## src/rtl/sdram_outst_cnt.sv

```systemverilog
// In-flight read counter; full_nxt_c flags that the count after this edge
// will have reached MAX_OUTST, so a registered read request can be gated.
module sdram_outst_cnt #(
  parameter int unsigned MAX_OUTST = 16
) (
  input  logic clk,
  input  logic rst,
  input  logic clr,
  input  logic inc,
  input  logic dec,
  output logic full_nxt_c
);

  localparam int unsigned CNT_W = $clog2(MAX_OUTST + 1);

  logic [CNT_W-1:0] cnt;
  logic [CNT_W-1:0] cnt_n;

  // Simultaneous inc and dec cancel out.
  always_comb begin
    cnt_n = cnt;
    if (clr) begin
      cnt_n = '0;
    end else if (inc && !dec) begin
      cnt_n = cnt + CNT_W'(1);
    end else if (dec && !inc && (cnt != '0)) begin
      cnt_n = cnt - CNT_W'(1);
    end
  end

  assign full_nxt_c = (cnt_n >= CNT_W'(MAX_OUTST));

  always_ff @(posedge clk) begin
    if (rst) begin
      cnt <= '0;
    end else begin
      cnt <= cnt_n;
    end
  end

endmodule

```

## config.mk

```make
export PLATFORM = sky130hd
export DESIGN_NAME = sdram_outst_cnt
export DESIGN_NICKNAME = d
export VERILOG_FILES = /design/src/rtl/sdram_outst_cnt.sv
export SDC_FILE = /design/constraint.sdc
export NUM_CORES = 1
export LEC_CHECK = 0
export ABC_AREA = 1
export ABC_CLOCK_PERIOD_IN_PS = 1200
export CELL_PAD_IN_SITES_DETAIL_PLACEMENT = 1
export CELL_PAD_IN_SITES_GLOBAL_PLACEMENT = 2
export CORE_MARGIN = 2
export CORE_UTILIZATION = 23
export DETAILED_ROUTE_END_ITERATION = 10
export PLACE_DENSITY_LB_ADDON = 0.12
export SYNTH_ARGS = -nofsm -noshare
export SYNTH_HDL_FRONTEND = slang
export SYNTH_SLANG_ARGS = --single-unit
```

## constraint.sdc

```tcl
create_clock -name clk -period 1.2 [get_ports clk]
set_input_delay 0.12 -clock clk [delete_from_list [all_inputs] [get_ports clk]]
set_output_delay 0.12 -clock clk [all_outputs]
set_load 0.02 [all_outputs]
```

# After elaboration in Yosys (flattened, before gate mapping)
# Cells that the tools add are included.
[totals] ff_bits=5 input_bits=5 output_inout_bits=1 wordCells=13
[classes] add_sub_neg=2 n_lt_le_gt_ge=1 muxes=3 reduce_logical=6
[op_table] op="$mux 5" n=3
[op_table] op="$add 5x1->5 const B" n=1
[op_table] op="$ge 5x5->1 const B" n=1
[op_table] op="$reduce_bool 5->1" n=1
[op_table] op="$sub 5x1->5 const B" n=1
[op_table] op="$logic_and 1x1->1" n=3
[op_table] op="$logic_not 1->1" n=2

# Longest topological paths before layout
# Gate-level depths: netlist of the first run.
[depth] depth_word=7 ltp_mapped=8 depth_no_buf=8

# Worst setup path after synthesis of the first run
# No wires, ideal clock.
[synth_path] path_kind="reg-to-output" start="register cnt[0]" end="output full_nxt_c" t_arrival_ns=1.217 required_time_ns=1.080 setup_slack_ns=-0.137 path_stages_with_launch=7 n_path_buf=0 path_cell_list="dfxtp_1 inv_1 ha_1 nand3_1 nand3_1 nor2b_2 nor2_1"
[synth_via] elab_chain_cells=6
[synth_lines] item="start: declaration" line="16" text="logic [CNT_W-1:0] cnt;"
[synth_lines] item="start signal: assignment" line="37" text="cnt <= cnt_n;"
[synth_lines] item="branches (longest 3 deep; another with $sub 5x1->5)"
[synth_lines] item="$mux 5 *" line="24" text="end else if (inc && !dec) begin"
[synth_lines] item="$mux 5 *" line="22" text="if (clr) begin"
[synth_lines] item="$ge 5x5->1 *" line="31" text="assign full_nxt_c = (cnt_n >= CNT_W'(MAX_OUTST));"
[synth_lines] item="end: declaration" line="11" text="output logic full_nxt_c"
# Every way passes the cells marked *.

# Worst setup path in the final report of the first run
[layout_path] start="register cnt[1]" end="output full_nxt_c"
# The elaborated chain is that of the path after synthesis.

==> results of run 1 <==
==> worst max-delay path, cell delays in order, from the launching register on <==
cell and delay (ns):
dfxtp_4 0.36, inv_4 0.06, ha_4 0.13, nand3_2 0.08, nand3_2 0.06, nor2b_4 0.17, nor2_4 0.04, buf_6 0.12
==> how the worst max path moves through the flow <==
stage	startpoint	to	slack, ns
2_1_floorplan	cnt[0]	full_nxt_c	0.01
3_3_place_gp	dec	full_nxt_c	-0.71
3_5_place_dp	inc	full_nxt_c	-0.71
4_1_cts	cnt[1]	full_nxt_c	-0.20
5_1_grt	cnt[1]	full_nxt_c	-0.26
6_report	cnt[1]	full_nxt_c	-0.18
==> through the flow <==
| step | setup TNS [ns] | cell area, um^2 | cells | utilization, % | hold WS, ns |
|---|---|---|---|---|---|
| after floorplan | 0 | 369 | 53 | - | 0.268 |
| after global placement | -1.63 | 522 | 85 | 35.0 | 0.619 |
| after detailed placement | -1.59 | 522 | 85 | 35.0 | 0.606 |
| after CTS | -0.359 | 621 | 89 | 41.7 | 0.548 |
| after global routing | -0.693 | 628 | 90 | 42.2 | 0.577 |
| final | -0.288 | 628 | 90 | 42.2 | 0.556 |
==> final cells by class <==
cell class | count | area [um^2]
Fill cell | 190 | 861
Multi-Input combinational cell | 39 | 297
Timing Repair Buffer | 17 | 139
Sequential cell | 5 | 108
Inverter | 9 | 38.8
Clock buffer | 4 | 26.3
Tap cell | 16 | 20.0
==> cells by family after synthesis <==
group                    count (synthesis)  share of synthesized area [%]
buffers and inverters                    9                           9.41
AO/OA/AOI/OAI                            4                           6.27
flip-flops                               5                           27.9
adder cells (fa/ha/maj)                  2                           6.97
AND/OR/NAND/NOR                         33                           49.5
==> metal layers <==
metal	up-vias	track usage (%)
met2	6	20.3
met1	177	12.7
met4	0	0
met5	-	0
met3	0	6.67
li1	210	-
==> cell usage after synthesis <==
library cell / count / share of area (%)
nand3_1: 6 / 8.4
nand4_1: 1 / 1.7
nor2_1: 8 / 8.4
inv_1: 7 / 7.3
o21ai_1: 1 / 1.4
nand4_2: 1 / 3.5
nor2b_2: 1 / 2.4
nor2_4: 2 / 6.3
a21oi_1: 2 / 2.8
nand3b_1: 1 / 2.1
o21bai_1: 1 / 2.1
nand3_2: 1 / 2.8
nand2_1: 10 / 10
nor2_2: 2 / 3.5
ha_1: 2 / 7.0
dfxtp_1: 5 / 28
inv_2: 2 / 2.1
==> power by group <==
group	total, W	switching, W	internal (W)
Combinational	0.0000999	0.0000495	0.0000504
Sequential	0.000175	0.00000646	0.000168
Clock	0.000190	0.0000645	0.000125
==> repair_timing <==
action | 4_1_cts | 5_1_grt
resized for setup | 27 | 0
endpoints found under the setup margin | 5 | 5
endpoints found under the hold margin | 0 | 0
pin swaps | 7 | 2
setup buffers | 0 | 1
==> impl_results.md, run 1 <==
* Worst slew pin tran at roughly 0.19 ns
* First-pass DRT Iterations at 1
* Worst IR Drop VDD at 423 uV
* Worst setup EP type: primary output
* Total length of routed wires at 906 um
* Hold depth at 6
* Wl on met1 at 366 um
* Run status: finished, violations left
* Initial Util at 24.1%
* Antenna-violating nets left at 0
* Pre-CTS WS at -0.708 ns
* Hold path endpoint: cnt[4]
* Syn-to-layout area delta at 74.9%
* R2r startpoint: cnt[0]
* WL/cell at 10.1 um
* Die Wd at 43.5 um
* Worst Path Max Fanout at 3
* Synthesized flop and latch total at 5
* Buffers on Ports at 5
* Largest net degree at the start of global routing at 5
* PD cells at 740 nW/um^2
* Yosys warning total at 0
* Clock root buffer: clkbuf_4
* Final Skew at approximately 0.0031 ns
* Final Setup Violations at 4
* Slew Limit Fails at 0
* WS Path Type: reg2out
* Reg clk slew, reported paths at 0.04 ns
* H-Tree Depth at 1
* Setup crit start kind: register
* Most common cell after layout, fill and taps aside: buf_4
* ANT cells at 0
* Synth Instances at 53
* Final Hold Viols at 0
* First-pass GRT wire length at 1.57 mm
* Number of max-cap violations at 0
* # IOs at 6
* Min-delay src: inc
* Failing checks: setup timing
* Distinct cells, synth at 17
* Reg-to-Reg End: cnt[1]
* Share of layout cells above drive strength 1 at roughly half
* Core area at 1490 um^2
* Static Leakage at a little over 0.3 nW
* Max reg flops at 5
* Num rows at 14
* Design Power at between 0.0004 and 0.0005 W
* Top layer used by detailed routing: met3
* Clock sink total at 5
* Rel. slew slack at roughly 90%
* Worst path arrival time at around 1.3 ns
* Syn_nets at 60
* Die H at approximately 44 um
* Maximum clock path buffer count at 2
* Syn avg cell area at 6.78 um^2
* Met2 wire len at between 400 and 500 um
* CP required at 1.08 ns
* Biggest register: cnt
* Metal3 WL at 43 um
* Initial drt markers at 0
* Hold buffers post-CTS at 0
* R2R Setup Slk at -0.07 ns
* Via count at roughly 400
* CTS tree: done
* Full die area at between 1500 and 2000 um^2
* F_max at between 700 and 800 MHz
* DP Wirelength at 772 um
* Overall routing resource usage at 11.5%
* HP Class: in2reg
* Biggest regs: cnt: 5 flops
* DRC viols at 0
* Synthesized area at 359 um^2
* Minimum clock period at 1.38 ns
* RSZ-0062 raised after global routing: yes
* Fin nets at 82
* Skew-Pair Late Insertion Delay at 0.24 ns
* Part of the cycle the worst path needs at 115%
* Number of global-route vias before repair at 397
* Cts bufs inserted at 3
* Avg Vias per Cell at 4.37
* Initial antenna violation count at 0
* Setup ws final at -0.183 ns
* Gr ovfl total at 0
* GP Congestion at between 0.6 and 0.7
* Worst reg-to-reg path cell count at 9
* Commonest cells after routing, fill and taps aside: buf_4 (12), nand2_1 (8), nor2_1 (7), nand3_2 (5), inv_1 (5)
* Sequential area share after synthesis at 27.9%
(Power assumes the default switching activity.)
==> run 2, diff against run 1 <==
--- a/config.mk
+++ b/config.mk
@@ -6,12 +6,13 @@
 export NUM_CORES = 1
 export LEC_CHECK = 0
 export ABC_AREA = 1
-export ABC_CLOCK_PERIOD_IN_PS = 1200
+export ABC_CLOCK_PERIOD_IN_PS = 1350
 export CELL_PAD_IN_SITES_DETAIL_PLACEMENT = 1
 export CELL_PAD_IN_SITES_GLOBAL_PLACEMENT = 2
 export CORE_MARGIN = 2
-export CORE_UTILIZATION = 23
+export CORE_UTILIZATION = 25
 export DETAILED_ROUTE_END_ITERATION = 10
+export MAX_ROUTING_LAYER = met4
 export PLACE_DENSITY_LB_ADDON = 0.12
 export SYNTH_ARGS = -nofsm -noshare
 export SYNTH_HDL_FRONTEND = slang
==> constraint.sdc (replaced) <==
create_clock -name clk -period 1.35 [get_ports clk]
set_input_delay 0.135 -clock clk [delete_from_list [all_inputs] [get_ports clk]]
set_output_delay 0.135 -clock clk [all_outputs]
set_load 0.02 [all_outputs]
==> impl_results.md, run 2 (synthesis gave the netlist of run 1 again) <==
* ANT cells at 0 (unchanged)
* Pre-CTS WS at -0.585 ns (+0.123 ns)
* Initial Util at 27.3% (+3.1 points)
* Worst IR Drop VDD at 448 uV (+5.7%)
* Number of global-route vias before repair at 439 (+11%)
* Reg clk slew, reported paths at 0.04 ns (about the same)
* Combinational share of power at 21.9% (+0.4 points)
* Run status: finished, violations left
* Fin nets at 86 (+4.9%)
* WL/cell at 10.1 um (-0.13%)
* Die H at 41.9 um (-3.7%)
* Die Wd at 41.9 um (-3.7%)
* Num rows at 13 (-1)
* First-pass GRT wire length at 1.73 mm (+10%)
* Cts bufs inserted at 3 (unchanged)
* Core area at 1320 um^2 (-12%)
* Avg Vias per Cell at 4.47 (+2.4%)
* Design Area, Final at 647 um^2 (+3.0%)
* Largest net degree at the start of global routing at 5 (unchanged)
* Setup crit start kind: register
* R2r startpoint: cnt[0]
* RSZ-0062 raised after global routing: yes
* Antenna-violating nets left at 0 (unchanged)
* F_max at 707 MHz
* Failing checks: setup timing
* WS Path Type: reg2out
* DRC viols at 0 (unchanged)
* Biggest regs: cnt: 5 flops
* Commonest cells after routing, fill and taps aside: buf_4 (16), nand2_1 (8), nor2_1 (7), inv_1 (5), nand3_1 (4)
* Final Skew at 0.00307 ns (-0.0000730 ns)
* Cell internal pwr at 0.000312 W (-9.4%)
* Initial antenna violation count at 0 (unchanged)
* # IOs at 6 (unchanged)
* Clock group share of total power at 41.5% (+0.6 points)
* Static Leakage at 0.325 nW (+5.5%)
* Design Power at 0.000425 W (-8.6%)
* R2R Setup Slk at 0.11 ns (+0.18 ns)
* Share of layout cells above drive strength 1 at 51.3% (-0.069 points)
* Clock root buffer: clkbuf_4
* Hold buffers post-CTS at 0 (unchanged)
* DP Wirelength at 768 um (-0.48%)
* Min-delay src: inc
* Final Util at 49.1% (+6.9 points)
* Syn-to-layout area delta at 80.1%
* PD cells at 657 nW/um^2 (-11%)
* Buffers on Ports at 5 (unchanged)
* Reg-to-Reg End: cnt[3]
* Skew-Pair Late Insertion Delay at 0.25 ns (about the same)
* Switch share at 26.5% (+0.63 points)
* Total length of routed wires at 935 um (+3.2%)
* CP required at 1.22 ns (+0.14 ns)
* Most common cell after layout, fill and taps aside: buf_4
* Maximum clock path buffer count at 2 (unchanged)
* Worst slew pin tran at 0.209 ns (+0.0209 ns)
* Switching pwr at 0.000113 W (-6.4%)
* GP Congestion at 0.652 (+3.1%)
* HP Class: in2reg
* Max reg flops at 5 (unchanged)
* Full die area at 1760 um^2 (-7.3%)
* Worst Path Max Fanout at 3 (unchanged)
* Gr ovfl total at 0 (unchanged)
* Initial drt markers at 2 (+2)
* Hold path endpoint: cnt[4]
* Placed Cells incl. Taps at 85 (unchanged)
* Minimum clock period at 1.41 ns
* Worst path arrival time at 1.28 ns (+0.02 ns)
* Worst reg-to-reg path cell count at 9 (unchanged)
* Worst setup EP type: primary output
* Post-route insts no fill at 93 (+3.3%)
* Hold depth at 6 (unchanged)
* CTS tree: done
* Part of the cycle the worst path needs at 105%
* Number of max-cap violations at 0 (unchanged)
* Register share of total power at 36.6% (-1.0 points)
* Rel. slew slack at 86.1% (-1.4 points)
* Biggest register: cnt
* First-pass DRT Iterations at 3 (+2)
* Slew Limit Fails at 0 (unchanged)
* H-Tree Depth at 1 (unchanged)
* Final Setup Violations at 1 (-3)
* Clock sink total at 5 (unchanged)
* Placed Area at 520 um^2 (-0.24%)
* Overall routing resource usage at 14.4% (+3.0 points)
* Final Hold Viols at 0 (unchanged)
* Setup ws final at -0.0649 ns (+0.118 ns)
* Via count at 416 (+5.9%)
## run 2: metrics by stage
step,setup TNS (ns),hold WS (ns)
after detailed placement,-0.820,0.591
after floorplan,0,0.316
after global placement,-0.708,0.589
after global routing,-0.146,0.564
after CTS,-0.111,0.571
final,-0.0649,0.554
## run 2: worst max-delay path by stage
stage          cells past startpoint  startpoint         end  slack, ns
2_1_floorplan                      6      cnt[0]  full_nxt_c       0.08
3_3_place_gp                       8         inc  full_nxt_c      -0.55
3_5_place_dp                       8         inc  full_nxt_c      -0.58
4_1_cts                            7      cnt[1]  full_nxt_c      -0.11
5_1_grt                            7      cnt[0]  full_nxt_c      -0.15
6_report                           7      cnt[0]  full_nxt_c      -0.06
## run 2: cell type report
| cell class | instances | area [um^2] |
|---|---|---|
| tap | 15 | 18.8 |
| clock buffer | 4 | 26.3 |
| sequential | 5 | 108 |
| timing repair buffer | 21 | 169 |
| fill | 167 | 671 |
| inverter | 9 | 38.8 |
| multi-input combinational | 39 | 287 |
## run 2: timing repair
action	CTS	global route
pin swaps	7	4
hold endpoints to repair	0	0
setup endpoints to repair	2	3
resized for setup	25	2
setup buffers	2	2
## run 2: critical path: stages (launching register included)
cell and delay [ns]:
dfxtp_4 0.37, inv_4 0.05, ha_4 0.15, nand3_2 0.06, nand3_2 0.05, nor2b_4 0.13, nor2_2 0.09, buf_6 0.12
## run 2: metal layers
| metal | vias up | GRT usage, % | wire [um] |
|---|---|---|---|
| met4 | 0 | 5.81 | 15 |
| li1 | 219 | - | - |
| met3 | 4 | 9.13 | 50 |
| met2 | 6 | 22.5 | 499 |
| met1 | 187 | 14.4 | 369 |
| met5 | - | - | 0 |
## run 2: power groups by stage
stage,registers [W],clock network (W),logic [W]
3_3_place_gp,0.000158,0,0.0000812
4_1_cts,0.000155,0.000181,0.0000912
6_report,0.000155,0.000176,0.0000930
5_1_grt,0.000156,0.000202,0.000105
3_5_place_dp,0.000158,0,0.0000823
2_1_floorplan,0.000157,0,0.0000376
